<file path="config.mk">
export PLATFORM = sky130hd
export DESIGN_NAME = game_sequencer_flat
export DESIGN_NICKNAME = d
export VERILOG_FILES = /design/src/rtl/game_sequencer_if.sv /design/src/rtl/game_sequencer.sv /design/src/flat_wrapper.sv
export SDC_FILE = /design/constraint.sdc
export NUM_CORES = 1
export LEC_CHECK = 0
export ABC_CLOCK_PERIOD_IN_PS = 1700
export BUFFER_PORTS_ARGS = -buffer_cell sky130_fd_sc_hd__buf_4
export CORE_UTILIZATION = 50
export DETAILED_ROUTE_END_ITERATION = 16
export GPL_TIMING_DRIVEN = 0
export PLACE_DENSITY_LB_ADDON = 0.3
export SLEW_MARGIN = 20
export SYNTH_ARGS = -nofsm -noshare
export SYNTH_HDL_FRONTEND = slang
export SYNTH_SLANG_ARGS = --single-unit
</file>
<file path="constraint.sdc">
create_clock -name clk -period 1.7 [get_ports clk]
set_input_delay 0.085 -clock clk [delete_from_list [all_inputs] [get_ports clk]]
set_output_delay 0.085 -clock clk [all_outputs]
set_load 0.005 [all_outputs]
</file>
<file path="src/rtl/game_sequencer_if.sv">
// Handshake and status bundle between the jump-game sequencer and its
// datapath, VGA plotter and board keys/displays.
interface game_sequencer_if;
  logic       go;
  logic       grav;
  logic       collide;
  logic       plot_done;
  logic       clear_req;
  logic       erase_req;
  logic       draw_req;
  logic       update_en;
  logic       check_en;
  logic       grav_dir;
  logic       startgame;
  logic       game_over;
  logic       overrun;
  logic [7:0] score;

  modport master (
    input  go, grav, collide, plot_done,
    output clear_req, erase_req, draw_req, update_en, check_en,
           grav_dir, startgame, game_over, overrun, score
  );

  modport slave (
    output go, grav, collide, plot_done,
    input  clear_req, erase_req, draw_req, update_en, check_en,
           grav_dir, startgame, game_over, overrun, score
  );
endinterface

</file>
<file path="src/rtl/game_sequencer.sv">
// Per-frame sequencer for the jump game: menu/game/over flow, frame pacing,
// gravity-flip capture and plotter arbitration (erase, update, check, draw).
module game_sequencer #(
  parameter int FRAME_DIV = 833333
) (
  input  logic             clk,
  input  logic             resetn,
  game_sequencer_if.master bus
);

  typedef enum logic [3:0] {
    MENU, MENU_WAIT, CLEAR, WAIT_FRAME, ERASE,
    UPDATE, CHECK, COLLIDE, DRAW, OVER
  } state_t;

  localparam logic [19:0] LAST_CNT = 20'(FRAME_DIV - 1);

  state_t      state_r;
  state_t      state_nxt_s;
  logic [19:0] cnt_r;
  logic        frame_pending_r;
  logic        grav_pending_r;
  logic        grav_prev_r;
  logic        grav_dir_r;
  logic        overrun_r;
  logic [7:0]  score_r;
  logic        clear_req_r;
  logic        erase_req_r;
  logic        draw_req_r;
  logic        update_en_r;
  logic        check_en_r;
  logic        startgame_r;
  logic        game_over_r;
  logic        in_game_s;
  logic        tick_s;
  logic        grav_edge_s;
  logic        consume_s;
  logic        flip_s;
  logic        start_s;

  function automatic logic is_game(input state_t s);
    logic g;
    case (s)
      CLEAR, WAIT_FRAME, ERASE, UPDATE, CHECK, COLLIDE, DRAW: g = 1'b1;
      default:                                                g = 1'b0;
    endcase
    return g;
  endfunction

  // Next-state decode; plot_done only advances the state that owns a request.
  always_comb begin
    state_nxt_s = state_r;
    case (state_r)
      MENU:       if (bus.go)        state_nxt_s = MENU_WAIT;  else state_nxt_s = MENU;
      MENU_WAIT:  if (bus.go)        state_nxt_s = MENU_WAIT;  else state_nxt_s = CLEAR;
      CLEAR:      if (bus.plot_done) state_nxt_s = WAIT_FRAME; else state_nxt_s = CLEAR;
      WAIT_FRAME: if (frame_pending_r) state_nxt_s = ERASE;    else state_nxt_s = WAIT_FRAME;
      ERASE:      if (bus.plot_done) state_nxt_s = UPDATE;     else state_nxt_s = ERASE;
      UPDATE:                        state_nxt_s = CHECK;
      CHECK:                         state_nxt_s = COLLIDE;
      COLLIDE:    if (bus.collide)   state_nxt_s = OVER;       else state_nxt_s = DRAW;
      DRAW:       if (bus.plot_done) state_nxt_s = WAIT_FRAME; else state_nxt_s = DRAW;
      OVER:       if (bus.go)        state_nxt_s = MENU_WAIT;  else state_nxt_s = OVER;
      default:                       state_nxt_s = MENU;
    endcase
  end

  // Per-cycle event decode shared by the frame and gravity bookkeeping.
  always_comb begin
    in_game_s   = is_game(state_r);
    tick_s      = in_game_s && (cnt_r == LAST_CNT);
    grav_edge_s = bus.grav & ~grav_prev_r;
    consume_s   = (state_r == WAIT_FRAME) && frame_pending_r;
    flip_s      = (state_r == UPDATE) && grav_pending_r;
    start_s     = (state_nxt_s == CLEAR) && (state_r != CLEAR);
  end

  // FSM state register; requests and strobes are decoded from the next state
  // so each one is a clean register bit aligned with its state.
  always_ff @(posedge clk) begin
    if (!resetn) begin
      state_r     <= MENU;
      clear_req_r <= 1'b0;
      erase_req_r <= 1'b0;
      draw_req_r  <= 1'b0;
      update_en_r <= 1'b0;
      check_en_r  <= 1'b0;
      startgame_r <= 1'b0;
      game_over_r <= 1'b0;
    end else begin
      state_r     <= state_nxt_s;
      clear_req_r <= (state_nxt_s == CLEAR);
      erase_req_r <= (state_nxt_s == ERASE);
      draw_req_r  <= (state_nxt_s == DRAW);
      update_en_r <= (state_nxt_s == UPDATE);
      check_en_r  <= (state_nxt_s == CHECK);
      startgame_r <= is_game(state_nxt_s);
      game_over_r <= (state_nxt_s == OVER);
    end
  end

  // Frame counter, pending flags, gravity direction and score.
  always_ff @(posedge clk) begin
    if (!resetn) begin
      cnt_r           <= 20'd0;
      frame_pending_r <= 1'b0;
      grav_pending_r  <= 1'b0;
      grav_prev_r     <= 1'b0;
      grav_dir_r      <= 1'b0;
      overrun_r       <= 1'b0;
      score_r         <= 8'd0;
    end else if (start_s) begin
      cnt_r           <= 20'd0;
      frame_pending_r <= 1'b0;
      grav_pending_r  <= 1'b0;
      grav_prev_r     <= bus.grav;
      grav_dir_r      <= 1'b0;
      overrun_r       <= 1'b0;
      score_r         <= 8'd0;
    end else begin
      cnt_r           <= (in_game_s && !tick_s) ? cnt_r + 20'd1 : 20'd0;
      // A tick wins over consumption; ticks beyond one pending are dropped.
      frame_pending_r <= tick_s | (frame_pending_r & ~consume_s);
      overrun_r       <= overrun_r | (tick_s & frame_pending_r);
      grav_prev_r     <= bus.grav;
      grav_pending_r  <= (in_game_s & grav_edge_s) | (grav_pending_r & ~flip_s);
      grav_dir_r      <= grav_dir_r ^ flip_s;
      if ((state_r == DRAW) && bus.plot_done && (score_r != 8'd255)) begin
        score_r <= score_r + 8'd1;
      end else begin
        score_r <= score_r;
      end
    end
  end

  assign bus.clear_req = clear_req_r;
  assign bus.erase_req = erase_req_r;
  assign bus.draw_req  = draw_req_r;
  assign bus.update_en = update_en_r;
  assign bus.check_en  = check_en_r;
  assign bus.grav_dir  = grav_dir_r;
  assign bus.startgame = startgame_r;
  assign bus.game_over = game_over_r;
  assign bus.overrun   = overrun_r;
  assign bus.score     = score_r;

endmodule
</file>
<file path="src/flat_wrapper.sv">
// flat-port wrapper written by rule: the top's interface ports become plain ports
module game_sequencer_flat 
#(
  parameter int FRAME_DIV = 833333
)
  (clk, resetn, bus_go, bus_grav, bus_collide, bus_plot_done, bus_clear_req, bus_erase_req, bus_draw_req, bus_update_en, bus_check_en, bus_grav_dir, bus_startgame, bus_game_over, bus_overrun, bus_score);
  game_sequencer_if bus_i ();
  input  logic clk;
  input  logic resetn;
  input wire logic [$bits(bus_i.go)-1:0] bus_go;
  input wire logic [$bits(bus_i.grav)-1:0] bus_grav;
  input wire logic [$bits(bus_i.collide)-1:0] bus_collide;
  input wire logic [$bits(bus_i.plot_done)-1:0] bus_plot_done;
  output wire logic [$bits(bus_i.clear_req)-1:0] bus_clear_req;
  output wire logic [$bits(bus_i.erase_req)-1:0] bus_erase_req;
  output wire logic [$bits(bus_i.draw_req)-1:0] bus_draw_req;
  output wire logic [$bits(bus_i.update_en)-1:0] bus_update_en;
  output wire logic [$bits(bus_i.check_en)-1:0] bus_check_en;
  output wire logic [$bits(bus_i.grav_dir)-1:0] bus_grav_dir;
  output wire logic [$bits(bus_i.startgame)-1:0] bus_startgame;
  output wire logic [$bits(bus_i.game_over)-1:0] bus_game_over;
  output wire logic [$bits(bus_i.overrun)-1:0] bus_overrun;
  output wire logic [$bits(bus_i.score)-1:0] bus_score;
  assign bus_i.go = bus_go;
  assign bus_i.grav = bus_grav;
  assign bus_i.collide = bus_collide;
  assign bus_i.plot_done = bus_plot_done;
  assign bus_clear_req = bus_i.clear_req;
  assign bus_erase_req = bus_i.erase_req;
  assign bus_draw_req = bus_i.draw_req;
  assign bus_update_en = bus_i.update_en;
  assign bus_check_en = bus_i.check_en;
  assign bus_grav_dir = bus_i.grav_dir;
  assign bus_startgame = bus_i.startgame;
  assign bus_game_over = bus_i.game_over;
  assign bus_overrun = bus_i.overrun;
  assign bus_score = bus_i.score;
  game_sequencer #(.FRAME_DIV(FRAME_DIV)) u_core (.clk(clk), .resetn(resetn), .bus(bus_i));
endmodule
</file>
==> results.toml, run 1 <==
[run_status]
status = "finished with violations"
failed_checks = "setup timing"

[worst_setup_path]
crit_path_top_delay_cell = "or4b_1"
critical_path.max_stage_delay_ns = 0.55
worst_setup_path_end_kind = "register"
critical_path.top_delay_family = "simple AND/OR/NAND/NOR gates"
cp_data_arrival_time_ns = 1.96
path_buf_inv = 1
crit_path_start_kind = "register"
worstPathCellList = "or4b_1 > o21a_1 > a211o_4 > buf_8 > a21oi_2"
worstPathMaxFanout = 7
critical_path_class = "reg -> reg"
required_ns = 1.94

[synth]
synth-main-ff-cell = "dfxtp_1"
ys_async_sr_fraction = 0
synth_edf_count = 0
ys_seq_area_frac = 0.428
synth_largest_area_cell = "dfxtp_1"
ys.warnings.count = 0
syn-cell-area_um2 = 2060
synth_cell_types = 52
synth_nets = 242
synth_top_cell_area_share = 0.428
synthesis.area_per_instance_um2 = 8.83
ffs_latches_synth = 44
yosysMostFrequentCell = "dfxtp_1"
cells_taking_the_most_area_after_synthesis = "dfxtp_1 (43%), nor2_1 (5.7%), xnor2_1 (4.7%)"
syn-instance-count = 233
synth_cell_count_leaders = "dfxtp_1 (44), nor2_1 (31), inv_1 (12), nand2_1 (12), xnor2_1 (11)"

[drt]
vias_per_cell = 5.67
routedWlPerCell_um = 14.2
drt_first_iter_violations = 188
antenna_violating_nets_post_route = 0
count_of_vias_placed_by_the_detailed_router = 1843
route.detailed.drc = 0
drt-pass1-iter-count = 5
drt-total-wl_um = 4630

[cells_and_area]
syn2layout_area_growth_pct = 31.4
instances_no_fill = 325
post_route_cells_drive_above_1_share = 0.361
final_cell_area_um2 = 2710
final_net_count = 285
antenna_cells = 0
fill_cells = 282

[floorplanning]
die_height_um = 66.2
initial_core_util = 0.542
ioPinCount = 23
dieArea_um2 = 4380
core_area_um2 = 3800
row_count = 22
die_width_um = 66.2

[cts]
clock_tree.htree_level_count = 2
tritoncts = "yes"
clock_tree.buffer_depth = 2
cts_sinks = 44
clk_transition_reported_paths_ns = 0.09
tritoncts.num_buffers = 5
cts-root-buf = "clkbuf_8"
clock_insertion_delay_worst_skew_ns = 0.31

[placed_design]
gp_congestion = 0.837
numPortBuffers = 22
place_area_um2 = 2280
dpl.cell_count = 303
dp_hpwl_um = 2820

[global_route]
first_global_vias = 1652
global_route.usage.total = 0.219
grt_max_degree = 15
grt_first_pass_wirelength_um = 7200
gr-total-overflow = 0
grt_antenna_before_repair = 0

[timing]
holdWs_ns = 0.0476
post-route-min-period_ns = 1.71
timing.final.hold_violations = 0
finalSetupTns_ns = -0.0458
timing_worst_slew_pin_value_ns = 0.498
timing.final.crit_share = 1.01
final_slew_viol_count = 0
fmax_ghz = 0.584
finalClockSkew_ns = 0.00855
setup_ws_ns = -0.0137
grt_setup_unrepaired = "true"
timing.max_slew.rel_slack = 0.659
setup_viol = 7

[pwr]
p_leak_nw = 0.957
report.power.total_w = 0.00201
pwr_density_cell_nw_per_um2 = 742
peak_supply_drop_uv = 626

[job]
max_cap_viols = 0

[hold_path]
hold_path_class = "in -> reg"
[repair_timing]
| item | 4_1_cts | 5_1_grt |
|---|---|---|
| gates cloned | 1 | 1 |
| buffers inserted | 5 | 7 |
| hold buffers | 1 | 0 |
| hold endpoints to repair | 1 | 0 |
| setup endpoints to repair | 37 | 33 |
| resized for setup | 26 | 40 |
| pin swaps | 4 | 16 |
[report_power, final]
part | total (W) | switching, W | internal [W]
Combinational | 0.000144 | 0.0000769 | 0.0000666
Clock | 0.000808 | 0.000374 | 0.000435
Sequential | 0.00105 | 0.0000131 | 0.00104
[metrics by stage]
step / util / worst slack (ns)
floorplan: - / 0.0209
global placement: 0.601 / -0.148
detailed placement: 0.601 / -0.164
CTS: 0.663 / -0.0186
global route: 0.712 / -0.120
finish: 0.712 / -0.0137
[flip-flops by register name, summed over array words and instances (netlist names)]
register	flops
u_core.grav_prev_r	1
u_core.bus.draw_req	1
u_core.bus.grav_dir	1
u_core.bus.startgame	1
u_core.state_r	4
u_core.grav_pending_r	1
u_core.bus.game_over	1
u_core.bus.erase_req	1
u_core.bus.update_en	1
u_core.bus.check_en	1
u_core.bus.overrun	1
u_core.cnt_r	20
u_core.frame_pending_r	1
u_core.bus.clear_req	1
u_core.bus.score	8
[logic make-up (layout without fill, tap and decap cells)]
logic type,Yosys count,count (layout),share of synthesized area
compound gates,39,39,0.126
xor+xnor,17,17,0.0723
fa+ha+maj,3,3,0.0182
buf+inv,19,63,0.0383
flops,44,44,0.428
mux,2,2,0.00973
simple gates,109,109,0.307
[cell type report]
| type | count | area, µm² | share of cell area |
|---|---|---|---|
| Inverter | 12 | 45.0 | 0.0167 |
| Sequential cell | 44 | 905 | 0.334 |
| Tap cell | 48 | 60.1 | 0.0222 |
| Multi-Input combinational cell | 170 | 1240 | 0.458 |
| Buffer | 6 | 52.6 | 0.0194 |
| Timing Repair Buffer | 37 | 292 | 0.108 |
| Clock inverter | 3 | 42.5 | 0.0157 |
| Clock buffer | 5 | 68.8 | 0.0254 |
[worst reg2reg max path, delay by kind of cell, from the launching register on]
kind | cells | cell delay [ns]
buffers and inverters | 1 | 0.16
and+or+nand+nor | 1 | 0.55
AOI/OAI and AO/OA | 3 | 0.55
DFF | 1 | 0.38
[worst paths after layout]
path,start,cells after the start,to,slack (ns)
max reg2reg,u_core.state_r[1],5,u_core.cnt_r[18],-0.01
min reg2reg,u_core.cnt_r[0],1,u_core.cnt_r[0],0.46
min,resetn,2,u_core.grav_prev_r,0.05
max,u_core.state_r[1],5,u_core.cnt_r[18],-0.01
[layout by cell type, fill, tap and decap left out, types with 4 or more instances in the layout]
cell	Yosys	routed
a21oi_1	9	8
and2_1	4	4
buf_4	2	34
clkbuf_8	0	5
dfxtp_1	44	27
dfxtp_2	0	16
inv_1	12	12
nand2_1	12	12
nand3_1	7	6
nand4_1	7	7
nor2_1	31	18
nor2_2	0	6
nor2_4	0	7
nor2b_1	5	5
nor3_1	5	5
o21ai_0	9	8
o31ai_1	4	4
or3_1	6	6
xnor2_1	11	11
xor2_1	6	6
[routing by layer]
layer,vias up,routed length (µm),track usage
met3,10,203,0.0517
met5,-,0,0
met4,0,106,0.122
met2,43,2330,0.362
li1,923,-,-
met1,867,1990,0.257
(Power assumes the default switching activity.)
==> run 2, diff against run 1 <==
SKIP_LAST_GASP = 1   (was default)
==> results.toml, run 2 (synthesized netlist as in run 1, its figures left out) <==
[run_status]
status = "finished with violations"
failed_checks = "setup timing"

[timing]
fmax_ghz = 0.575
timing.final.crit_share = 1.02
final_slew_viol_count = 0
finalClockSkew_ns = 0.00707
setup_ws_ns = -0.0389
timing.final.hold_violations = 0
timing.max_slew.rel_slack = 0.660
timing_worst_slew_pin_value_ns = 0.496
setup_viol = 20
grt_setup_unrepaired = "true"
post-route-min-period_ns = 1.74

[drt]
drt-pass1-iter-count = 4
antenna_violating_nets_post_route = 0
vias_per_cell = 5.63
drt_first_iter_violations = 253
count_of_vias_placed_by_the_detailed_router = 1814
route.detailed.drc = 0
drt-total-wl_um = 4470
routedWlPerCell_um = 13.9

[cells_and_area]
final_common_cell = "buf_4"
post_route_cells_drive_above_1_share = 0.325
top_register = "u_core.cnt_r"
antenna_cells = 0
syn2layout_area_growth_pct = 27.7
instances_no_fill = 322
fill_cells = 296
final_net_count = 282
post-route-util = 0.692
mostFrequentLayoutCells = "buf_4 (32), dfxtp_1 (29), nor2_1 (24), dfxtp_2 (14)"
largest_register_ffs = 20

[pwr]
cell_internal_pwr_w = 0.00153
pwr_density_cell_nw_per_um2 = 757
peak_supply_drop_uv = 584
power.share.sequential = 0.531
switching_power_as_a_share_of_total_power = 0.229
share_comb_of_total_power = 0.063
p_leak_nw = 0.935
report.power.total_w = 0.00199
power.clock.fraction = 0.406
power.net_switching_w = 0.000456

[floorplanning]
initial_core_util = 0.542
core_area_um2 = 3800
dieArea_um2 = 4380
row_count = 22
die_height_um = 66.2
die_width_um = 66.2
ioPinCount = 23

[worst_setup_path]
worst_setup_path_end_kind = "register"
critical_path_class = "reg -> reg"
path_buf_inv = 1
worstPathCellList = "or4bb_4 > nor4_4 > a211o_1 > buf_6 > nor2_1"
cp_data_arrival_time_ns = 1.94
crit_path_top_delay_cell = "or4bb_4"
crit_path_start_kind = "register"
critical_path.top_delay_family = "simple AND/OR/NAND/NOR gates"
required_ns = 1.90
worstPathMaxFanout = 10
critical_path.max_stage_delay_ns = 0.55

[placed_design]
dp_hpwl_um = 2820
numPortBuffers = 22
dpl.cell_count = 303
gp_congestion = 0.837
pre_cts_slack_ns = -0.164

[global_route]
grt_max_degree = 15
grt_first_pass_wirelength_um = 7200
first_global_vias = 1662
grt_antenna_before_repair = 0
gr-total-overflow = 0
global_route.usage.total = 0.218

[cts]
clk_transition_reported_paths_ns = 0.09
cts_sinks = 44
tritoncts = "yes"
tritoncts.num_buffers = 5
cts-root-buf = "clkbuf_8"
clock_insertion_delay_worst_skew_ns = 0.31
clock_tree.buffer_depth = 2
clock_tree.htree_level_count = 2

[hold_path]
hold_path_class = "in -> reg"

[job]
max_cap_viols = 0
==> run 2: worst reg2reg max path, stage by stage, from the launching register on <==
cell,delay [ns]
dfxtp_2,0.33
or4bb_4,0.55
nor4_4,0.29
a211o_1,0.25
buf_6,0.17
nor2_1,0.05
==> run 2: worst paths after layout <==
kind	startpoint	endpoint	slack, ns	cells after the start
worst min-delay path	resetn	u_core.grav_prev_r	0.05	2
worst min register to register	u_core.cnt_r[0]	u_core.cnt_r[0]	0.50	1
worst max-delay path	u_core.cnt_r[3]	u_core.cnt_r[14]	-0.04	5
worst max register to register	u_core.cnt_r[3]	u_core.cnt_r[14]	-0.04	5
==> run 2: final cells by class <==
type,count,area [µm²],share of cell area
Multi-Input combinational cell,170,1200,0.458
Sequential cell,44,902,0.343
Timing Repair Buffer,34,262,0.0995
Clock buffer,5,68.8,0.0262
Tap cell,48,60.1,0.0229
Buffer,6,45.0,0.0171
Inverter,12,45.0,0.0171
Clock inverter,3,42.5,0.0162
==> run 2: stage by stage <==
stage	setup TNS, ns	hold WS (ns)	area (µm²)
2_1_floorplan	0	0.207	2060
3_3_place_gp	-3.63	0.312	2280
3_5_place_dp	-4.40	0.313	2280
4_1_cts	-0.170	0.0459	2510
5_1_grt	-2.01	0.0604	2630
6_report	-0.562	0.0540	2630
==> run 2: repair_timing <==
item	4_1_cts	5_1_grt
resized for setup	24	26
hold endpoints to repair	1	0
cloned	1	0
setup endpoints to repair	37	33
hold buffers	1	0
pin swaps	4	8
setup buffers	5	5
==> run 2: metal layers <==
metal  track usage  wire length, µm  vias up
li1              -                -      922
met1         0.254             1940      850
met2         0.365             2270       32
met3        0.0517              156       10
met4         0.122              109        0
met5             0                0        -
==> run 2: power by group through the flow <==
stage               clock (W)  combinational, W  sequential (W)
finish               0.000807          0.000126         0.00106
global route         0.000873          0.000138         0.00106
CTS                  0.000815          0.000119         0.00105
detailed placement          0          0.000115         0.00107
global placement            0          0.000113         0.00107
floorplan                   0         0.0000770         0.00107
